[config.mk]
export PLATFORM = sky130hd
export DESIGN_NAME = ahbl_excl_monitor
export DESIGN_NICKNAME = d
export VERILOG_FILES = /design/src/rtl/ahbl_excl_monitor.sv
export SDC_FILE = /design/constraint.sdc
export NUM_CORES = 1
export LEC_CHECK = 0
export ABC_AREA = 1
export BUFFER_PORTS_ARGS = -buffer_cell sky130_fd_sc_hd__buf_2
export CAP_MARGIN = 30
export CORE_ASPECT_RATIO = 1.75
export CORE_MARGIN = 3
export CORE_UTILIZATION = 60
export DETAILED_ROUTE_END_ITERATION = 16
export PLACE_DENSITY = 0.84
export REMOVE_ABC_BUFFERS = 1
export SLEW_MARGIN = 40
export SYNTH_ARGS = -nofsm -noshare
export SYNTH_HDL_FRONTEND = slang
export SYNTH_SLANG_ARGS = --single-unit
[constraint.sdc]
create_clock -name clk -period 2.75 [get_ports clk]
set_clock_uncertainty 0.15 [all_clocks]
set_input_delay 0.275 -clock clk [delete_from_list [all_inputs] [get_ports clk]]
set_output_delay 0.275 -clock clk [all_outputs]
set_load 0.02 [all_outputs]
[src/rtl/ahbl_excl_monitor.sv]
// Exclusive-access monitor for one AHB-Lite slave port.
// Keeps one reservation per master, gates failed exclusive stores.
module ahbl_excl_monitor #(
    parameter int N_MASTERS    = 2,
    parameter int W_ADDR       = 32,
    parameter int GRANULE_LOG2 = 2
) (
    input  logic              clk,
    input  logic              rst,
    input  logic              src_hready,
    input  logic [W_ADDR-1:0] src_haddr,
    input  logic              src_hwrite,
    input  logic [1:0]        src_htrans,
    input  logic              src_hexcl,
    input  logic [7:0]        src_hmaster,
    output logic              src_hexokay,
    output logic [1:0]        dst_htrans,
    input  logic              dst_hready_resp,
    input  logic              dst_hresp
);

    localparam int IDXW = (N_MASTERS > 1) ? $clog2(N_MASTERS) : 1;
    localparam int TW   = W_ADDR - GRANULE_LOG2;

    // Reservation table
    logic [N_MASTERS-1:0] valid_q;
    logic [N_MASTERS-1:0] valid_d;
    logic [TW-1:0]        tag_q [N_MASTERS];
    logic [TW-1:0]        tag_d [N_MASTERS];

    // Data-phase tracking
    logic            dph_active_q;
    logic            dph_active_d;
    logic            dph_ok_q;
    logic            dph_ok_d;
    logic            dph_setv_q;
    logic            dph_setv_d;
    logic [IDXW-1:0] dph_setidx_q;
    logic [IDXW-1:0] dph_setidx_d;

    // Address-phase decode
    logic                 acc;
    logic                 id_valid;
    logic [IDXW-1:0]      idx;
    logic [TW-1:0]        tag;
    logic                 err_clr;
    logic [N_MASTERS-1:0] valid_e;
    logic [N_MASTERS-1:0] tag_hit;
    logic                 own_hit;
    logic                 excl_rd;
    logic                 excl_wr;
    logic                 xw_ok;
    logic                 xw_fail;
    logic                 plain_wr;

    assign acc      = src_hready & src_htrans[1];
    assign id_valid = ({24'd0, src_hmaster} < N_MASTERS);
    assign idx      = src_hmaster[IDXW-1:0];
    assign tag      = src_haddr[W_ADDR-1:GRANULE_LOG2];

    // An erroring exclusive read loses its reservation before the
    // current address phase is judged against the table.
    assign err_clr = dph_active_q & dph_setv_q
                   & dst_hresp & dst_hready_resp;

    // Table view with the data-phase error clear already applied
    always_comb begin
        valid_e = valid_q;
        if (err_clr) begin
            valid_e[dph_setidx_q] = 1'b0;
        end
    end

    // Per-entry granule match against the current address
    always_comb begin
        tag_hit = '0;
        for (int i = 0; i < N_MASTERS; i++) begin
            tag_hit[i] = valid_e[i] & (tag_q[i] == tag);
        end
    end

    assign own_hit  = id_valid & tag_hit[idx];
    assign excl_rd  = acc & src_hexcl & ~src_hwrite & id_valid;
    assign excl_wr  = acc & src_hexcl & src_hwrite;
    assign xw_ok    = excl_wr & own_hit;
    assign xw_fail  = excl_wr & ~own_hit;
    assign plain_wr = acc & ~src_hexcl & src_hwrite;

    // A failed exclusive store reaches the slave as IDLE
    assign dst_htrans = xw_fail ? 2'b00 : src_htrans;

    assign src_hexokay = dph_active_q & dph_ok_q & ~dst_hresp;

    // Table next state: error clear first, then the address action
    always_comb begin
        valid_d = valid_e;
        tag_d   = tag_q;
        if (excl_rd) begin
            valid_d[idx] = 1'b1;
            tag_d[idx]   = tag;
        end
        if (xw_ok | plain_wr) begin
            valid_d = valid_d & ~tag_hit;
        end
        if (xw_fail & id_valid) begin
            valid_d[idx] = 1'b0;
        end
    end

    // Data-phase next state, advanced only when HREADY is high
    always_comb begin
        dph_active_d = dph_active_q;
        dph_ok_d     = dph_ok_q;
        dph_setv_d   = dph_setv_q;
        dph_setidx_d = dph_setidx_q;
        if (acc) begin
            dph_active_d = 1'b1;
            dph_ok_d     = excl_rd | xw_ok;
            dph_setv_d   = excl_rd;
            dph_setidx_d = idx;
        end else if (src_hready) begin
            dph_active_d = 1'b0;
            dph_ok_d     = 1'b0;
            dph_setv_d   = 1'b0;
        end
    end

    // State registers with synchronous reset
    always_ff @(posedge clk) begin
        if (rst) begin
            valid_q      <= '0;
            dph_active_q <= 1'b0;
            dph_ok_q     <= 1'b0;
            dph_setv_q   <= 1'b0;
            dph_setidx_q <= '0;
            for (int i = 0; i < N_MASTERS; i++) begin
                tag_q[i] <= '0;
            end
        end else begin
            valid_q      <= valid_d;
            dph_active_q <= dph_active_d;
            dph_ok_q     <= dph_ok_d;
            dph_setv_q   <= dph_setv_d;
            dph_setidx_q <= dph_setidx_d;
            for (int i = 0; i < N_MASTERS; i++) begin
                tag_q[i] <= tag_d[i];
            end
        end
    end

endmodule

==> flow_summary_export.csv, run 1 <==
group,metric,value,unit
outcome,outcome,"finished, final reports clean",
routing,firstDrtPassIters,4,
synth,synth_area,3300,um^2
die,initial_utilization,62.3,%
timing,fmax,0.423,GHz
routing,vias,3032,
cts,clk_path_buf_depth,2,
setup_path,crit_path_start_kind,"register",
setup_path,critPathTopFamily,"simple AND/OR/NAND/NOR gates",
cells_and_area,layout.nets,561,
routing,wl_per_cell,12.0,um
setup_path,r2r_cells,13,
timing,slew-limit-headroom,58.1,%
global_routing,grt_pass1_wl,12300,um
cts,numCtsBuffers,9,
min_path,hold_end,"tag_q[11]",
setup_path,worstPathCellList,"nand2_1 > nor2_1 > nand2_1 > nand2_1 > nand3_1 > nor2_1 > nand3_1 > nand2_1 > nand3_1 > nand2_1 > inv_1 > nor2_1 > buf_2",
timing,finalHoldViolations,0,
setup_path,reg2reg_from,"dph_active_q",
cells_and_area,n_antenna_cell,0,
global_routing,grt_max_degree,36,
cts,clkLatencyLatePin,0.34,ns
setup_path,worst-path-buf-inv,2,
routing,vias_per_cell,5.14,
routing,drc,0,
placed_design,portBuffers,49,
cells_and_area,drive_gt1_share,14.3,%
timing,worst_slew_pin_slew,0.628,ns
setup_path,slowest_stage,"dfxtp_1",
setup_path,max_stage_delay,0.35,ns
cts,cts_max_level,3,
cts,numClockSinks,66,
min_path,hold_class,"input port to register",
synth,ys_seq_elements,66,
setup_path,worstPathArrival,1.94,ns
timing,period_share,86.0,%
cts,path_clk_slew,0.07,ns
synth,seq_area_frac_synth,40.0,%
synth,synth_edf_count,0,
power,power.density,532,nW/um^2
routing,drtIter0Drc,201,
cts,hold_buffers,0,
power,power_leakage,1.57,nW
global_routing,grtUsageTotal,24.8,%
synth,synth_area_per_cell,7.07,um^2
synth,synth_warnings,0,
setup_path,cp_max_fo,3,
timing,fin_tns_setup,0,ns
timing,min_period,2.37,ns
placed_design,place_area,3560,um^2
global_routing,grt_pass1_vias,3004,
timing,grt_setup_unrepaired,"false",
die,die_h,104,um
synth,yosys.cell_types.count,24,
cells_and_area,final_area,3780,um^2
min_path,hp-start,"src_haddr[13]",
setup_path,path_common_cell,"nand2_1",
min_path,worstHoldPathCells,3,
setup_path,reg2reg_setup_slack,0.93,ns
setup_path,end_kind,"output port",
cells_and_area,areaGrowthSynthToFinish,14.6,%
power,ir_drop,0.000367,V
placed_design,place_congestion,0.827,
setup_path,timing.rr.end,"valid_q[0]",
timing,final-setup-viol-count,0,
cts,cts-root-buf,"clkbuf_8",
die,die-area,6460,um^2
routing,finalWirelength,7060,um
synth,synthFlopType,"dfxtp_1",
job,cap_viol_max_count,0,
cts,cts_resized,0,
synth,async_flop_share,0,%
die,num_rows,35,
timing,slew_violations,0,
routing,drtAntennaViolNets,0,
die,core,5300,um^2
die,die_width,62.1,um
cts,cts_tree,"done",
die,top_level_ports,52,
cts,cts_setup_buffers,0,
synth,synth_cells,467,
global_routing,antenna_found_initial,0,
placed_design,dpl.hpwl,4910,um
setup_path,critPathRequiredTime,2.33,ns
global_routing,gr-total-overflow,0,
setup_path,critPathKind,"register to output port",
layer usage:
metal,wire [um],global-route usage [%]
met5,0,0
met4,222,11.4
met3,331,4.84
met2,3700,43.0
met1,2810,27.1
worst register-to-register path, stage by stage, from the launching register on:
cell and delay (ns):
dfxtp_1 0.35, nand2_1 0.08, nor2_1 0.16, nand2_1 0.09
nand2_1 0.07, nand3_1 0.07, nor2_1 0.10, nand3_1 0.11
nand2_1 0.12, nand3_1 0.11, nand2_1 0.09, nand2_1 0.07
nor2_1 0.10, nor2_1 0.05
cells in the mapped netlist (2+ instances only):
master | n | area share (%)
nand2_1 | 156 | 18
dfxtp_1 | 66 | 40
a21oi_1 | 53 | 8.0
nor2_1 | 50 | 5.7
inv_1 | 35 | 4.0
xor2_1 | 25 | 6.6
xnor2_1 | 23 | 6.1
a211oi_1 | 13 | 3.0
clkbuf_1 | 8 | 0.91
nand3_1 | 8 | 1.2
nand4_1 | 8 | 1.5
buf_6 | 5 | 1.7
buf_2 | 4 | 0.61
inv_2 | 2 | 0.23
nand2_2 | 2 | 0.38
state kept, by name, indices dropped and copies added (netlist names):
register      flops
dph_setv_q        1
valid_q           2
dph_ok_q          1
dph_active_q      1
dph_setidx_q      1
tag_q            60
cells in the final DEF (no fill, tap or decap), drive strengths merged:
cell type    n
xor2        25
a211oi      13
a21boi       1
nand4        8
a21oi       53
bufinv       2
dfxtp       66
o21ai        1
nor3         2
nand2      159
nand3        9
nor2        50
inv         37
buf         52
a31oi        1
xnor2       23
clkbuf      13
clkinv       1
how the worst max path moves through the flow:
stage | startpoint | to | cells past startpoint
global placement | src_hmaster[3] | tag_q[51] | 8
finish | dph_active_q | dst_htrans[0] | 13
global route | dph_active_q | dst_htrans[1] | 13
detailed placement | src_hmaster[3] | tag_q[33] | 8
floorplan | src_hmaster[3] | tag_q[31] | 7
CTS | dph_active_q | dst_htrans[0] | 13
cell families after synthesis:
logic type / after synthesis / share of synthesized area (%)
XOR/XNOR: 48 / 12.7
AO/OA/AOI/OAI: 69 / 11.6
buffers and inverters: 56 / 7.70
AND/OR/NAND/NOR: 228 / 28.0
flip-flops: 66 / 40.0
metrics by stage:
| step | hold WS (ns) | power, mW | setup WS (ns) | utilization (%) | instances |
|---|---|---|---|---|---|
| after floorplan | 0.194 | 1.04 | 0.897 | - | 449 |
| after global placement | 0.313 | 1.13 | 0.668 | 67.2 | 575 |
| after detailed placement | 0.318 | 1.13 | 0.580 | 67.2 | 575 |
| after CTS | 0.0654 | 2.02 | 0.364 | 71.4 | 590 |
| after global routing | 0.0768 | 2.09 | 0.107 | 71.4 | 590 |
| final | 0.0744 | 2.01 | 0.384 | 71.4 | 590 |
area by class of cell:
class	count	area [um^2]
multi-input cells	345	1730
well taps	74	92.6
repair buffers	52	280
flip-flops and latches	66	1320
clock buffers	13	159
fillers	420	1520
inverters	38	144
clock inverters	2	60.1
power breakdown:
part / switching, mW / total, mW / internal (mW)
clock: 0.348 / 0.904 / 0.556
combinational: 0.0900 / 0.150 / 0.0603
sequential: 0.00137 / 0.959 / 0.957
total: 0.439 / 2.01 / 1.57
Power figures use the tool's default switching activity.
==> run 2, diff against run 1 <==
- CORE_UTILIZATION: 60 -> 23
- PLACE_DENSITY: 0.84 -> 0.39
==> run 2 against run 1 <==
  * Sequential share of layout area down 1.6 points
  * Combinational power about the same
  * Highest routed layer unchanged
  * Total power grew 6.4%
==> flow_summary_export.csv, run 2 (synthesized netlist as in run 1, its figures left out) <==
group,metric,value,unit
power,power_leakage,1.59,nW
cells_and_area,n_antenna_cell,0,
routing,finalWirelength,8280,um
cells_and_area,drive_gt1_share,14.2,%
die,die-area,15900,um^2
cts,path_clk_slew,0.05,ns
routing,vias_per_cell,4.18,
routing,drc,0,
timing,grt_setup_unrepaired,"false",
timing,period_share,86.8,%
die,top_level_ports,52,
routing,vias,2895,
placed_design,place_area,3700,um^2
placed_design,dpl.hpwl,5810,um
placed_design,place_ws,0.559,ns
global_routing,grt_pass1_vias,2751,
cts,cts_max_level,3,
timing,finalHoldViolations,0,
timing,slew-limit-headroom,52.3,%
timing,worst_slew_pin_slew,0.715,ns
power,pwr-share-comb,7.1,%
die,initial_utilization,23.6,%
routing,drtAntennaViolNets,0,
global_routing,antenna_found_initial,0,
cts,numClockSinks,66,
cts,hold_buffers,0,
setup_path,slowest_stage,"dfxtp_1",
setup_path,critPathRequiredTime,2.33,ns
placed_design,portBuffers,49,
power,switchingPower,477,uW
cts,cts_setup_buffers,0,
setup_path,path_common_cell,"nand2_1",
routing,drtIter0Drc,129,
placed_design,place_congestion,0.771,
global_routing,grt_max_degree,39,
cells_and_area,largest_reg_flops,60,
setup_path,max_stage_delay,0.34,ns
die,core,14000,um^2
power,p_int,1.66,mW
routing,firstDrtPassIters,5,
cts,cts_tree,"done",
setup_path,critPathTopFamily,"simple AND/OR/NAND/NOR gates",
power,clkPwrFrac,48.0,%
die,num_rows,57,
power,power_frac_seq,44.9,%
timing,worst_slack,0.362,ns
setup_path,worstPathArrival,1.96,ns
timing,hold_ws,0.0865,ns
setup_path,cp_max_fo,3,
timing,min_period,2.39,ns
cts,cts-root-buf,"clkbuf_16",
setup_path,worst-path-buf-inv,2,
routing,wl_per_cell,12.0,um
power,power.density,541,nW/um^2
timing,slew_violations,0,
cts,clk_path_buf_depth,2,
power,ir_drop,0.000250,V
outcome,outcome,"finished, final reports clean",
cts,cts_resized,0,
cells_and_area,layout.nets,562,
global_routing,grtUsageTotal,11.1,%
cells_and_area,final_common_cell,"nand2_1",
die,die_width,96.6,um
timing,final-setup-viol-count,0,
cts,clkLatencyLatePin,0.33,ns
setup_path,worstPathCellList,"nand2_1 > nor2_1 > nand2_1 > nand2_1 > nand3_1 > nor2_1 > nand3_1 > nand2_1 > nand3_1 > nand2_1 > inv_1 > nor2_1 > buf_2",
setup_path,crit_path_start_kind,"register",
cells_and_area,layout_common_cells,"156 x nand2_1, 66 x dfxtp_1, 53 x a21oi_1",
cells_and_area,final_area,3960,um^2
cts,numCtsBuffers,9,
cells_and_area,areaGrowthSynthToFinish,20.0,%
setup_path,end_kind,"output port",
setup_path,critPathKind,"register to output port",
cells_and_area,reg_top3,"tag_q (60), valid_q (2)",
global_routing,grt_pass1_wl,13300,um
power,finalPower,2.14,mW
cells_and_area,largest_register,"tag_q",
min_path,hold_class,"input port to register",
power,swShare,22.3,%
timing,fin_tns_setup,0,ns
timing,fmax,0.419,GHz
job,cap_viol_max_count,0,
die,die_h,164,um
global_routing,gr-total-overflow,0,
## run 2: per-layer routing
layer	wire (um)	share of wire (%)	GRT usage [%]
met5	0	0	0
met1	3620	44	12.6
met2	4170	50	19.2
met3	333	4.0	3.01
met4	157	1.9	4.41
## run 2: final cells by class
cell class	instances	area [um^2]
repair buffers	53	288
flip-flops and latches	66	1320
clock buffers	13	260
inverters	38	144
multi-input cells	345	1730
fillers	1594	10000
well taps	177	221
## run 2: power groups by stage
stage	combinational [mW]	sequential, mW	clock [mW]
3_3_place_gp	0.155	0.981	0
6_report	0.153	0.961	1.03
4_1_cts	0.157	0.960	1.07
2_1_floorplan	0.0608	0.980	0
5_1_grt	0.175	0.960	1.10
3_5_place_dp	0.156	0.981	0
## run 2: worst paths after layout
| kind | startpoint | to | slack (ns) | cells past startpoint |
|---|---|---|---|---|
| max reg2reg | dph_active_q | valid_q[0] | 0.91 | 13 |
| min reg2reg | tag_q[33] | tag_q[33] | 0.32 | 2 |
| max | dph_active_q | dst_htrans[1] | 0.36 | 13 |
| min | src_haddr[30] | tag_q[58] | 0.09 | 3 |
## run 2: tightest hold or removal path: cells and delay by family
kind	cells	cell delay (ns)
buffers and inverters	1	0.13
and+or+nand+nor	1	0.06
AOI/OAI and AO/OA	1	0.05
## run 2: metrics by stage
stage               instances  utilization [%]
floorplan                 449                -
global placement          679             26.5
detailed placement        679             26.5
CTS                       692             28.3
global route              692             28.3
finish                    692             28.3
